File: src/rtl/enc_pkg.sv
// Shared constants and types for the 4-to-2 registered priority encoder.
package enc_pkg;

    localparam int unsigned ENC_N_IN  = 4;
    localparam int unsigned ENC_OUT_W = $clog2(ENC_N_IN);

    typedef logic [ENC_OUT_W-1:0] enc_idx_t;

    // Registered result as seen by downstream index consumers.
    typedef struct packed {
        enc_idx_t idx;
        logic     valid;
        logic     multi_hot;
    } enc_result_t;

    localparam enc_result_t ENC_RESULT_IDLE = '{idx: '0, valid: 1'b0, multi_hot: 1'b0};

endpackage : enc_pkg

File: src/rtl/prio_enc_core.sv
// Combinational priority encoder: index of the highest set request bit,
// plus "any bit set" and "two or more bits set" flags.
module prio_enc_core #(
    parameter int unsigned N_IN  = 4,
    parameter int unsigned OUT_W = $clog2(N_IN)
) (
    input  logic [N_IN-1:0]  req,
    output logic [OUT_W-1:0] idx,
    output logic             any,
    output logic             multi
);

    // Scan LSB to MSB so the last (highest) hit overwrites the index;
    // a hit seen while one was already recorded marks the vector multi-hot.
    always_comb begin
        idx   = '0;
        any   = 1'b0;
        multi = 1'b0;
        for (int unsigned k = 0; k < N_IN; k++) begin
            if (req[k]) begin
                multi = multi | any;
                any   = 1'b1;
                idx   = OUT_W'(k);
            end
        end
    end

endmodule : prio_enc_core

File: src/rtl/encoder_4x2.sv
// Registered 4-to-2 priority encoder. One cycle from I to out/valid/multi_hot;
// outputs come straight from flops so there is no combinational path from I.
module encoder_4x2
    import enc_pkg::*;
(
    input  logic                 clk,
    input  logic                 rst,
    input  logic [ENC_N_IN-1:0]  I,
    output logic [ENC_OUT_W-1:0] out,
    output logic                 valid,
    output logic                 multi_hot
);

    enc_idx_t    core_idx;
    logic        core_any;
    logic        core_multi;
    enc_result_t result_q;

    prio_enc_core #(
        .N_IN  (ENC_N_IN),
        .OUT_W (ENC_OUT_W)
    ) u_core (
        .req   (I),
        .idx   (core_idx),
        .any   (core_any),
        .multi (core_multi)
    );

    // Output register stage; synchronous reset takes priority over I.
    always_ff @(posedge clk) begin
        if (rst) begin
            result_q <= ENC_RESULT_IDLE;
        end else begin
            result_q.idx       <= core_idx;
            result_q.valid     <= core_any;
            result_q.multi_hot <= core_multi;
        end
    end

    assign out       = result_q.idx;
    assign valid     = result_q.valid;
    assign multi_hot = result_q.multi_hot;

endmodule : encoder_4x2

File: config.mk
export PLATFORM = sky130hd
export DESIGN_NAME = encoder_4x2
export DESIGN_NICKNAME = d
export VERILOG_FILES = /design/src/rtl/enc_pkg.sv /design/src/rtl/prio_enc_core.sv /design/src/rtl/encoder_4x2.sv
export SDC_FILE = /design/constraint.sdc
export NUM_CORES = 1
export LEC_CHECK = 0
export CORE_AREA = 5 5 42 44
export CTS_BUF_LIST = sky130_fd_sc_hd__clkbuf_8
export DETAILED_ROUTE_END_ITERATION = 8
export DIE_AREA = 0 0 47 49
export PLACE_DENSITY = 0.42
export SLEW_MARGIN = 20
export SYNTH_ARGS = -nofsm -noshare
export SYNTH_HDL_FRONTEND = slang
export SYNTH_SLANG_ARGS = --single-unit
File: constraint.sdc
create_clock -name clk -period 0.8 [get_ports clk]
set_input_delay 0.16 -clock clk [delete_from_list [all_inputs] [get_ports clk]]
set_output_delay 0.16 -clock clk [all_outputs]
set_load 0.05 [all_outputs]
==> results.md <==
- Status: finished, violations left
- Violated checks: setup timing
- Area Growth Syn to Fin: 135%
- # Post-CTS Setup Buffers: 0
- Peak supply drop: 0.956 mV
- Num CTS Buffers: 3
- #FFs+latches synth: 4
- Synth warn: 0
- Filler cells: 155
- Final core utilization: 0.233
- Setup slack after layout: -0.0401 ns
- DRC: 0
- Sequential area share after synthesis: 0.577
- Met1 Resource Use GR: 0.0462
- Met3 usage: 0.0554
- Htree depth: 1
- Non-Filler Instances: 42
- Core area: 1400 µm²
- Vias/cell: 3.43
- Post-route cell area: 327 µm²
- Share of layout cells above drive strength 1: 0.615
- Pwr/cell area: 2460 nW/µm²
- Root Buffer: clkbuf_8
- Post-detail-place hpwl: 311 µm
- Synth Instances: 14
- # rows: 14
- Antenna diode count: 0
- Placed cell area: 289 µm²
- Largest net degree at the start of global routing: 5
- Final Max Slew Viols: 0
- Mapped cell area: 139 µm²
- Delay-heaviest family, CP: flip-flops
- Placed cells: 39
- Via count: 144
- Fmax: 1190 MHz
- CTS Sinks: 4
- First-pass GRT wire length: 683 µm
- Clock Path Buffers: 2
- Routability congestion estimate: 0.769
- Number of global-route vias before repair: 178
- Crit Path Category: reg -> out
- Leak: 0.140 nW
- Final setup viols: 4
- Startpoint types: flip-flop
- Max incr delay on CP: 0.33 ns
- CP max-delay cell: dfxtp_2
- Die Wd: 47 µm
- Critical Path RT: 0.64 ns
- Wire per inst: 9.93 µm
- Initial antenna violation count: 0
- GR met2 Demand/Resource: 0.0543
- PortBufs: 9
- Die area: 2300 µm²
- Min Clock Period, post-route: 0.840 ns
- First-pass detailed-route iteration total: 3
- First DRT Iteration DRCs: 3
- CTS tree: done
- Dpl ws: -0.412 ns
- Worst hold slack: 0.224 ns
- GRT Overall Usage: 0.0486
- Initial Utilization: 0.0991
- Cell chain of the critical path: buf_12
- Io pins: 10
- Most Crowded Layer GR: met3
- CP Buf/Inv Count: 1
- Worst-path clk slew: 0.03 ns
- RSZ-0062 raised after global routing: yes
- Critical Path AT: 0.68 ns
- Fin. Hold Viols: 0
- Period utilization: 1.05
- Worst slew pin tran: 0.254 ns
- Mapped Nets: 20
- Crit. End Element: primary output
- Hold Crit Class: in -> reg
- Syn avg cell area: 9.92 µm²
- Chip height: 49 µm
- Nets: 34
- Critical path peak fanout: 1
- Rel. slew slack: 0.830
- Number of hold buffers added after CTS: 0
- Max-Cap Viols: 0
- GRT overflow: 0
- Post-route ant nets: 0
- Detailed Route WL: 417 µm
- Synth unique cells: 8
## metal layers
| layer | wire length, µm | part of all wire | vias to the layer above |
|---|---|---|---|
| met2 | 149 | 0.36 | 10 |
| met3 | 66 | 0.16 | 0 |
| li1 | - | - | 72 |
| met1 | 201 | 0.48 | 62 |
| met4 | 0 | 0 | 0 |
| met5 | 0 | 0 | - |
## state kept, by name (all words and copies together) (netlist names)
name and count:
out 2, multi_hot 1, valid 1
## power breakdown
group          total (mW)  switching (mW)  internal [mW]  leakage, nW
combinational       0.154          0.0797         0.0739       0.0843
sequential          0.230          0.0113          0.218       0.0342
clock               0.422           0.101          0.321       0.0216
## worst paths after layout
kind	endpoint	slack, ns	start	depth (start not counted)
worst max-delay path	multi_hot	-0.04	multi_hot	1
worst min-delay path	out[0]	0.22	I[3]	3
## logic make-up after synthesis
family                 share of synthesized area
AOI/OAI and AO/OA                          0.234
buffers and inverters                     0.0541
DFF                                        0.577
and+or+nand+nor                            0.135
## area by class of cell
class / instances / area, µm² / share of cell area
Inverter: 2 / 7.51 / 0.0230
Timing Repair Buffer: 9 / 116 / 0.356
Multi-Input combinational cell: 8 / 56.3 / 0.172
Tap cell: 16 / 20.0 / 0.0613
Clock buffer: 3 / 41.3 / 0.126
Sequential cell: 4 / 85.1 / 0.261
## through the flow
stage / total power, mW / TNS (ns)
6_report: 0.805 / -0.141
5_1_grt: 0.841 / -0.222
4_1_cts: 0.816 / -0.165
3_5_place_dp: 0.390 / -1.16
3_3_place_gp: 0.387 / -1.05
2_1_floorplan: 0.290 / 0
## cells in the mapped netlist (all sizes together)
library cell  instances  area, µm²
a21oi                 2       10.0
inv                   2       7.51
nor3                  1       5.00
a211oi                1       7.51
dfxtp                 4       80.1
nor2                  2       7.51
nand2b                1       6.26
a2111oi               1       15.0
## layout by cell type, fill, tap and decap left out
cell type	synthesis	routed
a2111oi_2	1	1
a211oi_1	1	1
a21oi_1	2	2
buf_12	0	4
clkbuf_2	0	2
clkbuf_8	0	3
dfxtp_2	0	4
dlygate4sd2_1	0	3
inv_1	2	1
inv_2	0	1
nand2b_1	1	1
nor2_1	2	2
nor3_2	0	1
## repair_timing
item                                    4_1_cts  5_1_grt
pin swaps                                     1        0
endpoints found under the setup margin        6        5
gates resized for setup                      11        4
Power figures use the tool's default switching activity.
